===== src/rtl/k_means_div_scheduler_if.sv =====
// Signal bundle between the k-means center-update scheduler and its memories/divider.
// The master side is the scheduler; the slave side is the surrounding operator.
interface k_means_div_scheduler_if #(
    parameter int NUM_CLUSTER   = 8,
    parameter int NUM_DIM       = 16,
    parameter int MAX_DIM_WIDTH = 32
);
    logic                                    start_update;
    logic [$clog2(NUM_CLUSTER):0]            cfg_num_cluster;
    logic [$clog2(NUM_DIM):0]                cfg_data_dim;
    logic                                    sum_rd_en;
    logic [$clog2(NUM_CLUSTER*NUM_DIM)-1:0]  sum_rd_addr;
    logic [63:0]                             sum_rd_data;
    logic [$clog2(NUM_CLUSTER)-1:0]          cnt_rd_addr;
    logic [63:0]                             cnt_rd_data;
    logic [63:0]                             div_sum;
    logic [63:0]                             div_count;
    logic                                    div_valid;
    logic                                    div_last_dim;
    logic                                    div_last;
    logic [MAX_DIM_WIDTH-1:0]                div_dout;
    logic                                    div_dout_valid;
    logic                                    div_dout_last_dim;
    logic                                    div_dout_last;
    logic                                    center_wr_en;
    logic [$clog2(NUM_CLUSTER*NUM_DIM)-1:0]  center_wr_addr;
    logic [MAX_DIM_WIDTH-1:0]                center_wr_data;
    logic [NUM_CLUSTER-1:0]                  empty_mask;
    logic                                    busy;
    logic                                    update_done;
    logic                                    err_sticky;
    logic [31:0]                             drop_cnt;

    modport master (
        input  start_update, cfg_num_cluster, cfg_data_dim, sum_rd_data, cnt_rd_data,
               div_dout, div_dout_valid, div_dout_last_dim, div_dout_last,
        output sum_rd_en, sum_rd_addr, cnt_rd_addr, div_sum, div_count, div_valid,
               div_last_dim, div_last, center_wr_en, center_wr_addr, center_wr_data,
               empty_mask, busy, update_done, err_sticky, drop_cnt
    );

    modport slave (
        output start_update, cfg_num_cluster, cfg_data_dim, sum_rd_data, cnt_rd_data,
               div_dout, div_dout_valid, div_dout_last_dim, div_dout_last,
        input  sum_rd_en, sum_rd_addr, cnt_rd_addr, div_sum, div_count, div_valid,
               div_last_dim, div_last, center_wr_en, center_wr_addr, center_wr_data,
               empty_mask, busy, update_done, err_sticky, drop_cnt
    );
endinterface


===== src/rtl/k_means_div_scheduler.sv =====
// Streams accumulated sums/counts through the shared divider and writes the
// returned quotients into center memory, tracking empty clusters and stray returns.
module k_means_div_scheduler #(
    parameter int NUM_CLUSTER   = 8,
    parameter int NUM_DIM       = 16,
    parameter int MAX_DIM_WIDTH = 32,
    parameter int DIV_LATENCY   = 41
) (
    input logic                      clk,
    input logic                      rst,
    k_means_div_scheduler_if.master  bus
);
    localparam int AW  = $clog2(NUM_CLUSTER * NUM_DIM);
    localparam int CAW = $clog2(NUM_CLUSTER);
    localparam int CW  = $clog2(NUM_CLUSTER) + 1;
    localparam int DW  = $clog2(NUM_DIM) + 1;

    if (DIV_LATENCY < 1) begin : g_bad_latency
        $error("DIV_LATENCY must be at least 1");
    end

    typedef enum logic [1:0] {IDLE, ISSUE, DRAIN, DONE} state_t;
    state_t state, state_nxt;

    logic [CW-1:0]          cfg_clu, ic, wc;
    logic [DW-1:0]          cfg_dim, id, wd;
    logic                   cfg_zero, id_last, ic_last, wd_last;
    logic                   accept, rd_en, wr_en, drop, tag_err;
    logic                   vld_p1, last_dim_p1, last_p1;
    logic [CAW-1:0]         clu_p1;
    logic [NUM_CLUSTER-1:0] empty_mask;
    logic                   err_sticky;
    logic [31:0]            drop_cnt;

    assign cfg_zero = (cfg_clu == '0) || (cfg_dim == '0);
    assign id_last  = (id == cfg_dim - DW'(1));
    assign ic_last  = (ic == cfg_clu - CW'(1));
    assign wd_last  = (wd == cfg_dim - DW'(1));
    assign tag_err  = wr_en && (bus.div_dout_last_dim != wd_last);

    always_ff @(posedge clk or posedge rst) begin
        if (rst) state <= IDLE;
        else     state <= state_nxt;
    end

    always_comb begin
        state_nxt = state;
        accept    = 1'b0;
        rd_en     = 1'b0;
        wr_en     = 1'b0;
        drop      = 1'b0;
        case (state)
            IDLE: begin
                drop = bus.div_dout_valid;
                if (bus.start_update) begin
                    accept    = 1'b1;
                    state_nxt = ISSUE;
                end
            end
            ISSUE: begin
                wr_en = bus.div_dout_valid;
                // A zero-sized pass spends one busy cycle here and issues nothing.
                if (cfg_zero) state_nxt = DONE;
                else begin
                    rd_en = 1'b1;
                    if (id_last && ic_last) state_nxt = DRAIN;
                end
            end
            DRAIN: begin
                wr_en = bus.div_dout_valid;
                if (bus.div_dout_valid && bus.div_dout_last) state_nxt = DONE;
            end
            DONE: begin
                drop      = bus.div_dout_valid;
                state_nxt = IDLE;
            end
            default: state_nxt = IDLE;
        endcase
    end

    // Read and write address walkers share the dim-inner, cluster-outer geometry.
    always_ff @(posedge clk or posedge rst) begin
        if (rst) begin
            cfg_clu <= '0;
            cfg_dim <= '0;
            ic      <= '0;
            id      <= '0;
            wc      <= '0;
            wd      <= '0;
        end else if (accept) begin
            cfg_clu <= bus.cfg_num_cluster;
            cfg_dim <= bus.cfg_data_dim;
            ic      <= '0;
            id      <= '0;
            wc      <= '0;
            wd      <= '0;
        end else begin
            if (rd_en) begin
                if (id_last) begin
                    id <= '0;
                    ic <= ic + CW'(1);
                end else begin
                    id <= id + DW'(1);
                end
            end
            if (wr_en) begin
                if (wd_last) begin
                    wd <= '0;
                    wc <= wc + CW'(1);
                end else begin
                    wd <= wd + DW'(1);
                end
            end
        end
    end

    // Stage p1: strobe and tags aligned with the 1-cycle memory read data.
    always_ff @(posedge clk or posedge rst) begin
        if (rst) begin
            vld_p1      <= 1'b0;
            last_dim_p1 <= 1'b0;
            last_p1     <= 1'b0;
            clu_p1      <= '0;
        end else begin
            vld_p1      <= rd_en;
            last_dim_p1 <= rd_en && id_last;
            last_p1     <= rd_en && id_last && ic_last;
            clu_p1      <= ic[CAW-1:0];
        end
    end

    // A start that coincides with a stray return still records that return.
    always_ff @(posedge clk or posedge rst) begin
        if (rst) begin
            empty_mask <= '0;
            err_sticky <= 1'b0;
            drop_cnt   <= '0;
        end else if (accept) begin
            empty_mask <= '0;
            err_sticky <= drop;
            drop_cnt   <= {31'd0, drop};
        end else begin
            if (vld_p1 && (bus.cnt_rd_data == 64'd0)) empty_mask[clu_p1] <= 1'b1;
            if (drop || tag_err) err_sticky <= 1'b1;
            if (drop) drop_cnt <= drop_cnt + 32'd1;
        end
    end

    assign bus.sum_rd_en      = rd_en;
    assign bus.sum_rd_addr    = AW'(int'(ic) * NUM_DIM + int'(id));
    assign bus.cnt_rd_addr    = ic[CAW-1:0];
    assign bus.div_valid      = vld_p1;
    assign bus.div_last_dim   = last_dim_p1;
    assign bus.div_last       = last_p1;
    assign bus.div_sum        = vld_p1 ? bus.sum_rd_data : 64'd0;
    assign bus.div_count      = vld_p1 ? bus.cnt_rd_data : 64'd0;
    assign bus.center_wr_en   = wr_en;
    assign bus.center_wr_addr = wr_en ? AW'(int'(wc) * NUM_DIM + int'(wd)) : '0;
    assign bus.center_wr_data = wr_en ? bus.div_dout : '0;
    assign bus.empty_mask     = empty_mask;
    assign bus.busy           = (state == ISSUE) || (state == DRAIN);
    assign bus.update_done    = (state == DONE);
    assign bus.err_sticky     = err_sticky;
    assign bus.drop_cnt       = drop_cnt;
endmodule


===== src/flat_wrapper.sv =====
// flat-port wrapper written by rule: the top's interface ports become plain ports
module k_means_div_scheduler_flat 
#(
    parameter int NUM_CLUSTER   = 8,
    parameter int NUM_DIM       = 16,
    parameter int MAX_DIM_WIDTH = 32,
    parameter int DIV_LATENCY   = 41
)
  (clk, rst, bus_start_update, bus_cfg_num_cluster, bus_cfg_data_dim, bus_sum_rd_data, bus_cnt_rd_data, bus_div_dout, bus_div_dout_valid, bus_div_dout_last_dim, bus_div_dout_last, bus_sum_rd_en, bus_sum_rd_addr, bus_cnt_rd_addr, bus_div_sum, bus_div_count, bus_div_valid, bus_div_last_dim, bus_div_last, bus_center_wr_en, bus_center_wr_addr, bus_center_wr_data, bus_empty_mask, bus_busy, bus_update_done, bus_err_sticky, bus_drop_cnt);
  k_means_div_scheduler_if #(.NUM_CLUSTER(NUM_CLUSTER), .NUM_DIM(NUM_DIM), .MAX_DIM_WIDTH(MAX_DIM_WIDTH)) bus_i ();
  input logic clk;
  input logic rst;
  input wire logic [$bits(bus_i.start_update)-1:0] bus_start_update;
  input wire logic [$bits(bus_i.cfg_num_cluster)-1:0] bus_cfg_num_cluster;
  input wire logic [$bits(bus_i.cfg_data_dim)-1:0] bus_cfg_data_dim;
  input wire logic [$bits(bus_i.sum_rd_data)-1:0] bus_sum_rd_data;
  input wire logic [$bits(bus_i.cnt_rd_data)-1:0] bus_cnt_rd_data;
  input wire logic [$bits(bus_i.div_dout)-1:0] bus_div_dout;
  input wire logic [$bits(bus_i.div_dout_valid)-1:0] bus_div_dout_valid;
  input wire logic [$bits(bus_i.div_dout_last_dim)-1:0] bus_div_dout_last_dim;
  input wire logic [$bits(bus_i.div_dout_last)-1:0] bus_div_dout_last;
  output wire logic [$bits(bus_i.sum_rd_en)-1:0] bus_sum_rd_en;
  output wire logic [$bits(bus_i.sum_rd_addr)-1:0] bus_sum_rd_addr;
  output wire logic [$bits(bus_i.cnt_rd_addr)-1:0] bus_cnt_rd_addr;
  output wire logic [$bits(bus_i.div_sum)-1:0] bus_div_sum;
  output wire logic [$bits(bus_i.div_count)-1:0] bus_div_count;
  output wire logic [$bits(bus_i.div_valid)-1:0] bus_div_valid;
  output wire logic [$bits(bus_i.div_last_dim)-1:0] bus_div_last_dim;
  output wire logic [$bits(bus_i.div_last)-1:0] bus_div_last;
  output wire logic [$bits(bus_i.center_wr_en)-1:0] bus_center_wr_en;
  output wire logic [$bits(bus_i.center_wr_addr)-1:0] bus_center_wr_addr;
  output wire logic [$bits(bus_i.center_wr_data)-1:0] bus_center_wr_data;
  output wire logic [$bits(bus_i.empty_mask)-1:0] bus_empty_mask;
  output wire logic [$bits(bus_i.busy)-1:0] bus_busy;
  output wire logic [$bits(bus_i.update_done)-1:0] bus_update_done;
  output wire logic [$bits(bus_i.err_sticky)-1:0] bus_err_sticky;
  output wire logic [$bits(bus_i.drop_cnt)-1:0] bus_drop_cnt;
  assign bus_i.start_update = bus_start_update;
  assign bus_i.cfg_num_cluster = bus_cfg_num_cluster;
  assign bus_i.cfg_data_dim = bus_cfg_data_dim;
  assign bus_i.sum_rd_data = bus_sum_rd_data;
  assign bus_i.cnt_rd_data = bus_cnt_rd_data;
  assign bus_i.div_dout = bus_div_dout;
  assign bus_i.div_dout_valid = bus_div_dout_valid;
  assign bus_i.div_dout_last_dim = bus_div_dout_last_dim;
  assign bus_i.div_dout_last = bus_div_dout_last;
  assign bus_sum_rd_en = bus_i.sum_rd_en;
  assign bus_sum_rd_addr = bus_i.sum_rd_addr;
  assign bus_cnt_rd_addr = bus_i.cnt_rd_addr;
  assign bus_div_sum = bus_i.div_sum;
  assign bus_div_count = bus_i.div_count;
  assign bus_div_valid = bus_i.div_valid;
  assign bus_div_last_dim = bus_i.div_last_dim;
  assign bus_div_last = bus_i.div_last;
  assign bus_center_wr_en = bus_i.center_wr_en;
  assign bus_center_wr_addr = bus_i.center_wr_addr;
  assign bus_center_wr_data = bus_i.center_wr_data;
  assign bus_empty_mask = bus_i.empty_mask;
  assign bus_busy = bus_i.busy;
  assign bus_update_done = bus_i.update_done;
  assign bus_err_sticky = bus_i.err_sticky;
  assign bus_drop_cnt = bus_i.drop_cnt;
  k_means_div_scheduler #(.NUM_CLUSTER(NUM_CLUSTER), .NUM_DIM(NUM_DIM), .MAX_DIM_WIDTH(MAX_DIM_WIDTH), .DIV_LATENCY(DIV_LATENCY)) u_core (.clk(clk), .rst(rst), .bus(bus_i));
endmodule

===== config.mk =====
export PLATFORM = sky130hd
export DESIGN_NAME = k_means_div_scheduler_flat
export DESIGN_NICKNAME = d
export VERILOG_FILES = /design/src/rtl/k_means_div_scheduler_if.sv /design/src/rtl/k_means_div_scheduler.sv /design/src/flat_wrapper.sv
export SDC_FILE = /design/constraint.sdc
export NUM_CORES = 1
export LEC_CHECK = 0
export CAP_MARGIN = 10
export CORE_AREA = 2 2 156 158
export DETAILED_ROUTE_END_ITERATION = 8
export DIE_AREA = 0 0 158 160
export PLACE_DENSITY_LB_ADDON = 0.05
export SKIP_CTS_REPAIR_TIMING = 1
export SLEW_MARGIN = 20
export SYNTH_ARGS = -nofsm -noshare
export SYNTH_HDL_FRONTEND = slang
export SYNTH_SLANG_ARGS = --single-unit

===== constraint.sdc =====
create_clock -name clk -period 3.2 [get_ports clk]
set_clock_uncertainty 0.1 [all_clocks]
set_input_delay 0.32 -clock clk [delete_from_list [all_inputs] [get_ports clk]]
set_output_delay 0.32 -clock clk [all_outputs]
set_load 0.01 [all_outputs]

# ---- Word-level counts from Yosys, hierarchy flattened
# Index checks and enable logic that the tools add are counted.
dict set report totals {
  inputBits 175
  word_cells 97
  mem_bits_ro 0
  ram_bits 0
  output_inout_bits 225
  memories 0
  register_bits 76
  latchBits 0
}
dict set report op_classes {
  addsub 9
  n_bitwise 1
  div 0
  n_mul 0
  n_lt_le_gt_ge 2
  n_eq_ne 10
  muxes 35
  reduce_logical 26
  shifts 0
}
# operator n
set ops {}
lappend ops {{two-way mux 64 bit} 2}
lappend ops {{two-way mux 32 bit} 3}
lappend ops {{logical NOT 64 bit} 1}
lappend ops {{adder 32 x 1 -> 32 bit, second input constant} 1}
lappend ops {{two-way mux 5 bit} 6}
lappend ops {{two-way mux 4 bit} 6}
lappend ops {{two-way mux 8 bit} 2}
lappend ops {{adder 7 x 5 -> 7 bit} 2}
lappend ops {{nonzero test 2 bit} 7}
lappend ops {{adder 5 x 1 -> 5 bit, second input constant} 2}
lappend ops {{== test 5 bit} 2}
lappend ops {{two-way mux 1 bit} 9}
lappend ops {{adder 4 x 1 -> 4 bit, second input constant} 2}
lappend ops {{two-way mux 2 bit} 4}
lappend ops {{OR 8 bit} 1}
lappend ops {{case mux 2 bit (4 select lines)} 1}
lappend ops {{logical AND 1 bit} 7}
lappend ops {{two-way mux 7 bit} 1}
lappend ops {{logical NOT 5 bit} 1}
lappend ops {{subtractor 5 x 1 -> 5 bit, second input constant} 1}
lappend ops {{== test 2 bit, second input constant} 2}
lappend ops {{== test 4 bit} 1}
lappend ops {{logical NOT 4 bit} 1}
lappend ops {{less-than comparator 3 x 4 -> 1 bit, second input constant} 1}
lappend ops {{13 further kinds} 17}

# ---- Logic depth before layout (Yosys ltp)
# Gate-level depths: netlist (run 1).
dict set report logic_depth {
  depth_word 7
  ltp_mapped 9
}

# ---- Worst setup path before layout (run 1)
# No wires, ideal clock.
dict set report synth_timing {
  path_kind {register to register}
  from {register u_core.state[0]}
  to {register u_core.drop_cnt[19] (netlist: u_core.bus.drop_cnt[19])}
  synth_period_minus_slack_ps 2248
  path_stages_with_launch 9
  t_arrival_ps 2070
  setup_slack_ps 952
  setup_ps 78
  path_cell_list {dfrtp_1 > inv_1 > ha_1 > nor2b_1 > buf_4 > nand4_4 > or3_1 > or3_1 > a21oi_1}
}
dict set report synth_between {
  elab_chain_len 4
  word_cells_on_any_way 7
  classes_between {1 x eq/ne; 3 x mux; 3 x reduce/logical}
}
# element line_no
set synth_lines {}
lappend synth_lines {{from (decl)} k_means_div_scheduler.sv:23} ;# state_t state, state_nxt;
lappend synth_lines {{from (signal assigned)} k_means_div_scheduler.sv:43} ;# else state <= state_nxt;
lappend synth_lines {{== test 2 bit / logical NOT 2 bit (equally long branches)} k_means_div_scheduler.sv:52} ;# case (state)
lappend synth_lines {{OR reduction 2 bit (no line)} -}
lappend synth_lines {{two-way mux 1 bit} k_means_div_scheduler.sv:52}
lappend synth_lines {{nonzero test 2 bit (no line)} -}
lappend synth_lines {{to (signal assigned)} k_means_div_scheduler.sv:141} ;# drop_cnt <= {31'd0, drop};
lappend synth_lines {{to (signal assigned)} k_means_div_scheduler.sv:145} ;# if (drop) drop_cnt <= drop_cnt + 32'd1;
lappend synth_lines {{to (decl)} k_means_div_scheduler.sv:33} ;# logic [31:0] drop_cnt;
# Parallel ways exist; a longest one is shown, timed or not.
# A chain may end at the register's enable or synchronous reset.

# ---- Worst setup path in the final report (run 1)
dict set report layout_timing {
  from {register u_core.cfg_dim[0]}
  to {output port bus_sum_rd_en}
}
dict set report layout_between {
  elab_chain_len 4
}
# element line_no
set layout_lines {}
lappend layout_lines {{from (decl)} k_means_div_scheduler.sv:26} ;# logic [DW-1:0] cfg_dim, id, wd;
lappend layout_lines {{from (signal assigned)} k_means_div_scheduler.sv:92} ;# cfg_dim <= bus.cfg_data_dim;
lappend layout_lines {{logical NOT 5 bit} k_means_div_scheduler.sv:35} ;# assign cfg_zero = (cfg_clu == '0) || (cfg_dim == '0);
lappend layout_lines {{logical OR 1 bit} k_means_div_scheduler.sv:35}
lappend layout_lines {{two-way mux 1 bit} k_means_div_scheduler.sv:63} ;# if (cfg_zero) state_nxt = DONE;
lappend layout_lines {{two-way mux 1 bit} k_means_div_scheduler.sv:52}
lappend layout_lines {{to (decl)} flat_wrapper.sv:22} ;# output wire logic [$bits(bus_i.sum_rd_en)-1:0] bus_sum_rd_en;
# No other way between the ends.

==> results by group, run 1 <==
Run status
  – Outcome: completed

STA
  – Hold Vio Cnt, Final: 0
  – Final worst-path cycle share: 0.853
  – Least-Margin Pin Slew: 0.960 ns
  – Slew Viols, Final: 0
  – RSZ-0062 raised after global routing: false
  – Min Tclk post-route: 2.73 ns
  – Setup violators final: 0
  – Max_slew headroom: 0.359
  – Setup TNS: 0 ns
  – F_max: 0.366 GHz

Logic synthesis
  – Avg Inst Size Synth: 8.44 um^2
  – Mapped Nets: 808
  – Multiplexer share of the synthesized area: 0.00192
  – Synth Area in Compound Gates: 0.0541
  – Yosys cell types: 50
  – Synth async-reset ratio: 1.00
  – Synth Area in XOR/XNOR: 0.0985
  – Share of the synthesized area in the top cell type: 0.360
  – Cells after Synth: 617
  – Post-synth EDFFs: 0
  – Top cell type by total area after synthesis: dfrtp_1
  – Main synth FF type: dfrtp_1
  – Synth Area in Adders: 0.0385
  – Seq cells post-synth: 75
  – Largest cells by area after synthesis: dfrtp_1, and2_1, xor2_1, and3_1, nand2_1
  – Synth Area in Simple Gates: 0.399
  – Seq/Total Area, Yosys: 0.360
  – Combinational family with the most area after synthesis: simple AND/OR/NAND/NOR gates
  – Netlist Area Pre-Place: around 5200 um^2
  – Ys Warns: 0

Layout
  – Fraction of layout cells with a size suffix above 1: 0.0400
  – Multi-input gate area: 3090 um^2
  – Register area: 1880 um^2
  – Util after Layout: 0.413
  – P&R area growth vs syn: 89.0%
  – Ant diodes: 0
  – Nets: 1187
  – Filler cells: 2466

CTS
  – CTS tree: yes
  – Clock-pin transition on the worst setup and hold timing paths: 0.06 ns
  – Clk_lat worst skew: 0.34 ns
  – Root buffer cell: clkbuf_16
  – Clk sinks: 75
  – Number of buffers created by CTS: 9
  – CTS Buffer Depth: 2
  – H-tree levels: 3

Route
  – ANT nets after route: 0
  – Via density: 4.23
  – Drt wl/cell: 16.5 um
  – Pre-antenna DRT Iters: 4
  – Detailed Route WL: about 22 mm
  – First DRT Iteration DRCs: 175
  – DRC: 0
  – Routed via count: roughly 5600

Setup path
  – CP max stage cell: clkdlybuf4s50_1
  – Critical Path, Cell by Cell: inv_1, ha_1, nand2_1, o211ai_2, inv_2, clkdlybuf4s50_1
  – Crit path required time: 2.78 ns
  – Kind of end point of the critical path: primary output
  – Critical Path Max Stage Delay: 0.51 ns
  – Critical Path Fanout Max: 10
  – Worst flop-to-flop path startpoint: u_core.state[0]
  – Worst EP arrival: around 2.3 ns
  – Critical path class: flip-flop to primary output
  – RR Endpoint: u_core.bus.drop_cnt[29]
  – Crit start category: flip-flop
  – Worst Reg2Reg Path Length in Cells: 9
  – Reg-to-reg slack, setup: roughly 0.73 ns

Hold path
  – Worst min path class: primary input to async pin

Floorplan
  – Initial Utilization: 0.219
  – Io pins: 400
  – Die Area: approximately 25000 um^2
  – DIE HEIGHT: 160 um
  – Core Footprint: about 24000 um^2
  – # rows: 57
  – Die X: 158 um

Job
  – Maxcap violations: 0

Placed design
  – I/O Buffers: 399
  – GPL Wtd Cong: 0.781
  – Dpl hpwl: around 18 mm

Global routing
  – Vias in the first global route: 5477
  – First-pass GRT wire length: about 33 mm
  – Maximum number of pins on one net before global-route repair: 67
  – GRT overflow: 0
  – Gr usage total: 0.166
  – Initial antenna violation count: 0

Power
  – Max VDD drop: 0.000504 V
  – PwrDens: around 600 nW/um^2
  – Leak pwr: 0.00411 uW
-- power breakdown --
part           switching, uW  internal (uW)
combinational           1510           1740
sequential               246           1090
clock                    410            765
-- worst max-delay path: cells and delay by family, from the launching register on --
kind,cells,cell delay [ns]
buffers and inverters,3,0.77
flip-flops,1,0.42
AO/OA/AOI/OAI,1,0.37
adder cells (fa/ha/maj),1,0.28
AND/OR/NAND/NOR,1,0.14
-- Yosys cell counts (all sizes together), types with 2 or more instances --
cell,count
o21ai,25
xnor2,19
a31o,2
ha,16
buf,14
nor3,12
a211oi,2
clkbuf,27
or3,5
dfrtp,75
a21oi,10
nor2,51
inv,12
and3,46
and2,130
nand3b,3
and4,3
nand2,55
nand3,24
a31oi,2
nand4,13
xor2,37
nor4,20
-- layer usage --
metal	wire, um	part of all wire	track usage
met1	8830	0.40	0.197
met2	11100	0.51	0.301
met3	1700	0.078	0.0374
met4	176	0.0081	0.0369
met5	0	0	0
-- flip-flops by register name (all words and copies together), names as in the netlist --
| register | flops |
|---|---|
| u_core.bus.div_last | 1 |
| u_core.bus.div_last_dim | 1 |
| u_core.bus.err_sticky | 1 |
| u_core.ic | 4 |
| u_core.clu_p1 | 3 |
| u_core.bus.empty_mask | 8 |
| u_core.wd | 5 |
| u_core.cfg_clu | 4 |
| u_core.bus.div_valid | 1 |
| u_core.id | 5 |
| u_core.cfg_dim | 5 |
| u_core.wc | 3 |
| u_core.bus.drop_cnt | 32 |
| u_core.state | 2 |
-- worst max-delay path by stage --
| stage | start | endpoint | slack, ns | cells after the start |
|---|---|---|---|---|
| after global routing | u_core.cfg_dim[0] | bus_sum_rd_en | 0.29 | 6 |
| final | u_core.cfg_dim[0] | bus_sum_rd_en | 0.47 | 6 |
| after CTS | u_core.cfg_dim[0] | bus_sum_rd_en | 0.44 | 6 |
| after detailed placement | u_core.state[0] | u_core.bus.drop_cnt[22] | 0.71 | 9 |
| after global placement | u_core.state[0] | u_core.bus.drop_cnt[26] | 0.71 | 9 |
| after floorplan | rst | u_core.bus.div_last | 0.87 | 1 |
-- metrics by stage --
| step | hold slack [ns] | std cells | setup WS (ns) | cell area (um^2) | total power [uW] |
|---|---|---|---|---|---|
| after detailed placement | 0.374 | 1309 | 0.709 | 9500 | 4640 |
| after global placement | 0.364 | 1309 | 0.713 | 9500 | 4690 |
| after CTS | 0.283 | 1325 | 0.435 | 9840 | 5850 |
| after floorplan | 0.325 | 617 | 0.870 | 5210 | 3000 |
| final | 0.273 | 1325 | 0.471 | 9840 | 5770 |
| after global routing | 0.322 | 1325 | 0.287 | 9840 | 6190 |
-- cells by family (layout without fill, tap and decap cells) --
family / Yosys count / in the layout
simple gates: 368 / 368
buf+inv: 53 / 437
xor+xnor: 57 / 57
fa+ha+maj: 16 / 16
compound gates: 47 / 47
flops: 75 / 75
mux: 1 / 1
-- layout make-up --
type / instances / share of cell area
Timing Repair Buffer: 409 / 0.415
Multi-Input combinational cell: 489 / 0.314
Sequential cell: 75 / 0.191
Tap cell: 324 / 0.0412
Clock buffer: 10 / 0.0233
Clock inverter: 6 / 0.0114
Inverter: 12 / 0.00471
-- placed cells by master (no fill, tap or decap), drive strengths merged, types with 2 or more instances in the layout --
master         synthesis  final
xor2                  37     37
a21oi                 10     10
ha                    16     16
clkinv                 0      3
clkdlybuf4s50          0    399
inv                   12     12
or3                    5      5
nor4                  20     20
o21ai                 25     25
xnor2                 19     19
nand3b                 3      3
nor3                  12     12
and3                  46     46
nor2                  51     51
and2                 130    130
buf                   14     10
dfrtp                 75     75
a31o                   2      2
and4                   3      3
nand4                 13     13
clkbuf                27     10
bufinv                 0      3
nand2                 55     55
a31oi                  2      2
nand3                 24     24
a211oi                 2      2
Note: power is estimated with default switching activity, not from simulation.
==> run 2: changes to the inputs <==
Settings changed: CORE_AREA 2 2 156 158 to 2 2 154 156, DIE_AREA 0 0 158 160 to 0 0 156 158.
Clock period 3.2 ns to 2.3 ns, I/O delays scaled along.
==> results by group, run 2 (synthesis results as in run 1) <==
STA
  – Least-Margin Pin Slew: 0.529 ns (-0.431 ns)
  – Hold Vio Cnt, Final: 0 (unchanged)
  – Slew Viols, Final: 0 (unchanged)
  – Setup violators final: 0 (unchanged)
  – Min Tclk post-route: roughly 2.2 ns
  – Hold WS: 0.143 ns (-0.130 ns)
  – Max_slew headroom: 0.647 (+0.288)
  – F_max: around 0.45 GHz
  – Fin worst setup slack: 0.0807 ns (-0.390 ns)
  – RSZ-0062 raised after global routing: false
  – Final worst-path cycle share: 0.965

CTS
  – CTS tree: yes
  – Number of buffers created by CTS: 9 (unchanged)
  – Clock-pin transition on the worst setup and hold timing paths: 0.06 ns (about the same)
  – CTS Buffer Depth: 2 (unchanged)
  – Clk_lat worst skew: 0.35 ns (about the same)
  – Root buffer cell: clkbuf_16
  – Clk sinks: 75 (unchanged)
  – H-tree levels: 3 (unchanged)

Power
  – PwrDens: 817 nW/um^2 (+39%)
  – Leak pwr: 0.00498 uW (+21%)
  – Sequential Power Share: 0.211 (-0.021)
  – Pint: 5250 uW (+46%)
  – Max VDD drop: 0.000430 V (-15%)
  – Sw Ratio: 0.373 (-0.00272)
  – Logic pwr share: 0.604 (+0.040)
  – Clock Power Share: 0.186 (-0.018)
  – Switch Pwr: 3120 uW (+44%)

Setup path
  – Crit start category: flip-flop
  – Kind of end point of the critical path: primary output
  – CP startpoint: u_core.state[0]
  – Critical Path Fanout Max: 26 (+16)
  – Worst flop-to-flop path startpoint: u_core.state[0]
  – Worst EP arrival: 1.89 ns (-0.42 ns)
  – Crit path required time: 1.97 ns (-0.81 ns)
  – Critical path class: flip-flop to primary output

Global routing
  – Met1 GRT Util: 0.206 (+0.00881)
  – GRT overflow: 0 (unchanged)
  – Gr busiest metal: met2
  – Met2 GRT Util: 0.309 (+0.00809)
  – Gr usage total: 0.172 (+0.00675)
  – Maximum number of pins on one net before global-route repair: 101 (+51%)
  – Met3 GRT Util: 0.0427 (+0.00526)
  – Vias in the first global route: 5588 (+2.0%)
  – First-pass GRT wire length: 32.6 mm (about the same)
  – Initial antenna violation count: 2 (+2)

Floorplan
  – Die X: 156 um (-1.3%)
  – Core Footprint: 23100 um^2 (-3.2%)
  – Die Area: 24600 um^2 (-2.5%)
  – Io pins: 400 (unchanged)
  – Initial Utilization: 0.226 (+0.00728)
  – # rows: 56 (-1.8%)
  – DIE HEIGHT: 158 um (-1.3%)

Layout
  – Fraction of layout cells with a size suffix above 1: 0.0773 (+0.0373)
  – Largest regs: u_core.bus.drop_cnt: 32 flops, u_core.bus.empty_mask: 8 flops
  – Nets: 1221 (+2.9%)
  – Largest register FFs: 32 (unchanged)
  – P&R area growth vs syn: 96.8%
  – Filler cells: 2274 (-7.8%)
  – Largest Register: u_core.bus.drop_cnt
  – Ant diodes: 0 (unchanged)
  – Commonest cells after routing, fill and taps aside: clkdlybuf4s50_1, and2_1, dfrtp_1
  – Commonest non-fill, non-tap cell in the layout: clkdlybuf4s50_1
  – Util after Layout: 0.445 (+0.0315)

Route
  – Via density: 4.35 (+2.9%)
  – Drt wl/cell: 16.8 um (+2.3%)
  – DRC: 0 (unchanged)
  – First DRT Iteration DRCs: 264 (+51%)
  – Detailed Route WL: 22.3 mm (+2.3%)
  – Pre-antenna DRT Iters: 4 (unchanged)
  – Routed via count: 5766 (+2.9%)
  – ANT nets after route: 0 (unchanged)

Placed design
  – GPL Wtd Cong: 0.825 (+5.5%)
  – Place WS: 0.0393 ns (-0.670 ns)
  – I/O Buffers: 399 (unchanged)
  – Dpl hpwl: 18.1 mm (+3.0%)

Run status
  – Outcome: completed

Hold path
  – Worst min path class: primary input to async pin

Job
  – Maxcap violations: 0 (unchanged)
==> run 2: cell types whose count changed in the layout (fill, tap and decap cells not counted), sizes merged <==
cell	delta
clkdlybuf4s50	-41
dlymetal6s2s	+41
buf	+34
clkinvlp	+2
bufinv	-1
inv	-1
==> run 2: power by group through the flow <==
stage	registers, uW	logic [uW]	clock network (uW)
6_report	1760	5050	1550
3_5_place_dp	1790	5000	0
3_3_place_gp	1790	5020	0
5_1_grt	1800	5500	1660
2_1_floorplan	1750	2430	0
4_1_cts	1770	5020	1600
==> run 2: worst paths after layout <==
| kind | end | slack (ns) | cells past startpoint |
|---|---|---|---|
| worst min register to register | u_core.bus.empty_mask[6] | 0.37 | 2 |
| min in group clk | u_core.cfg_clu[3] | 0.32 | 3 |
| worst min-delay path | u_core.bus.drop_cnt[14] | 0.14 | 2 |
| max in group asynchronous | u_core.wd[4] | 1.44 | 3 |
| worst max register to register | u_core.bus.drop_cnt[19] | 0.17 | 8 |
| worst max-delay path | bus_center_wr_data[23] | 0.08 | 5 |
==> run 2: final cells by class <==
cell class,count,area [um^2],share of cell area
timing repair buffer,443,4520,0.441
clock buffer,10,239,0.0233
inverter,12,46.3,0.00452
sequential,75,1880,0.183
clock inverter,6,88.8,0.00867
multi-input combinational,489,3110,0.304
tap,290,363,0.0354
==> run 2: metal layers <==
layer,part of all wire,routed length (um),vias up
met5,0.00049,11,-
met4,0.0097,216,2
met3,0.071,1590,15
met2,0.51,11300,212
met1,0.41,9190,2641
li1,-,-,2896
==> run 2: worst max-delay path, stage by stage (launching register included) <==
cell,delay [ns]
dfrtp_1,0.37
inv_2,0.06
ha_4,0.29
buf_12,0.15
and3_1,0.15
clkdlybuf4s50_1,0.53
==> run 2: per-stage QoR <==
step / total power (uW) / cell area (um^2) / cells / TNS (ns)
global route: 8960 / 10200 / 1325 / 0
floorplan: 4180 / 5210 / 617 / 0
finish: 8370 / 10200 / 1325 / 0
detailed placement: 6790 / 9760 / 1307 / 0
CTS: 8390 / 10100 / 1323 / -2.61
global placement: 6810 / 9760 / 1307 / 0
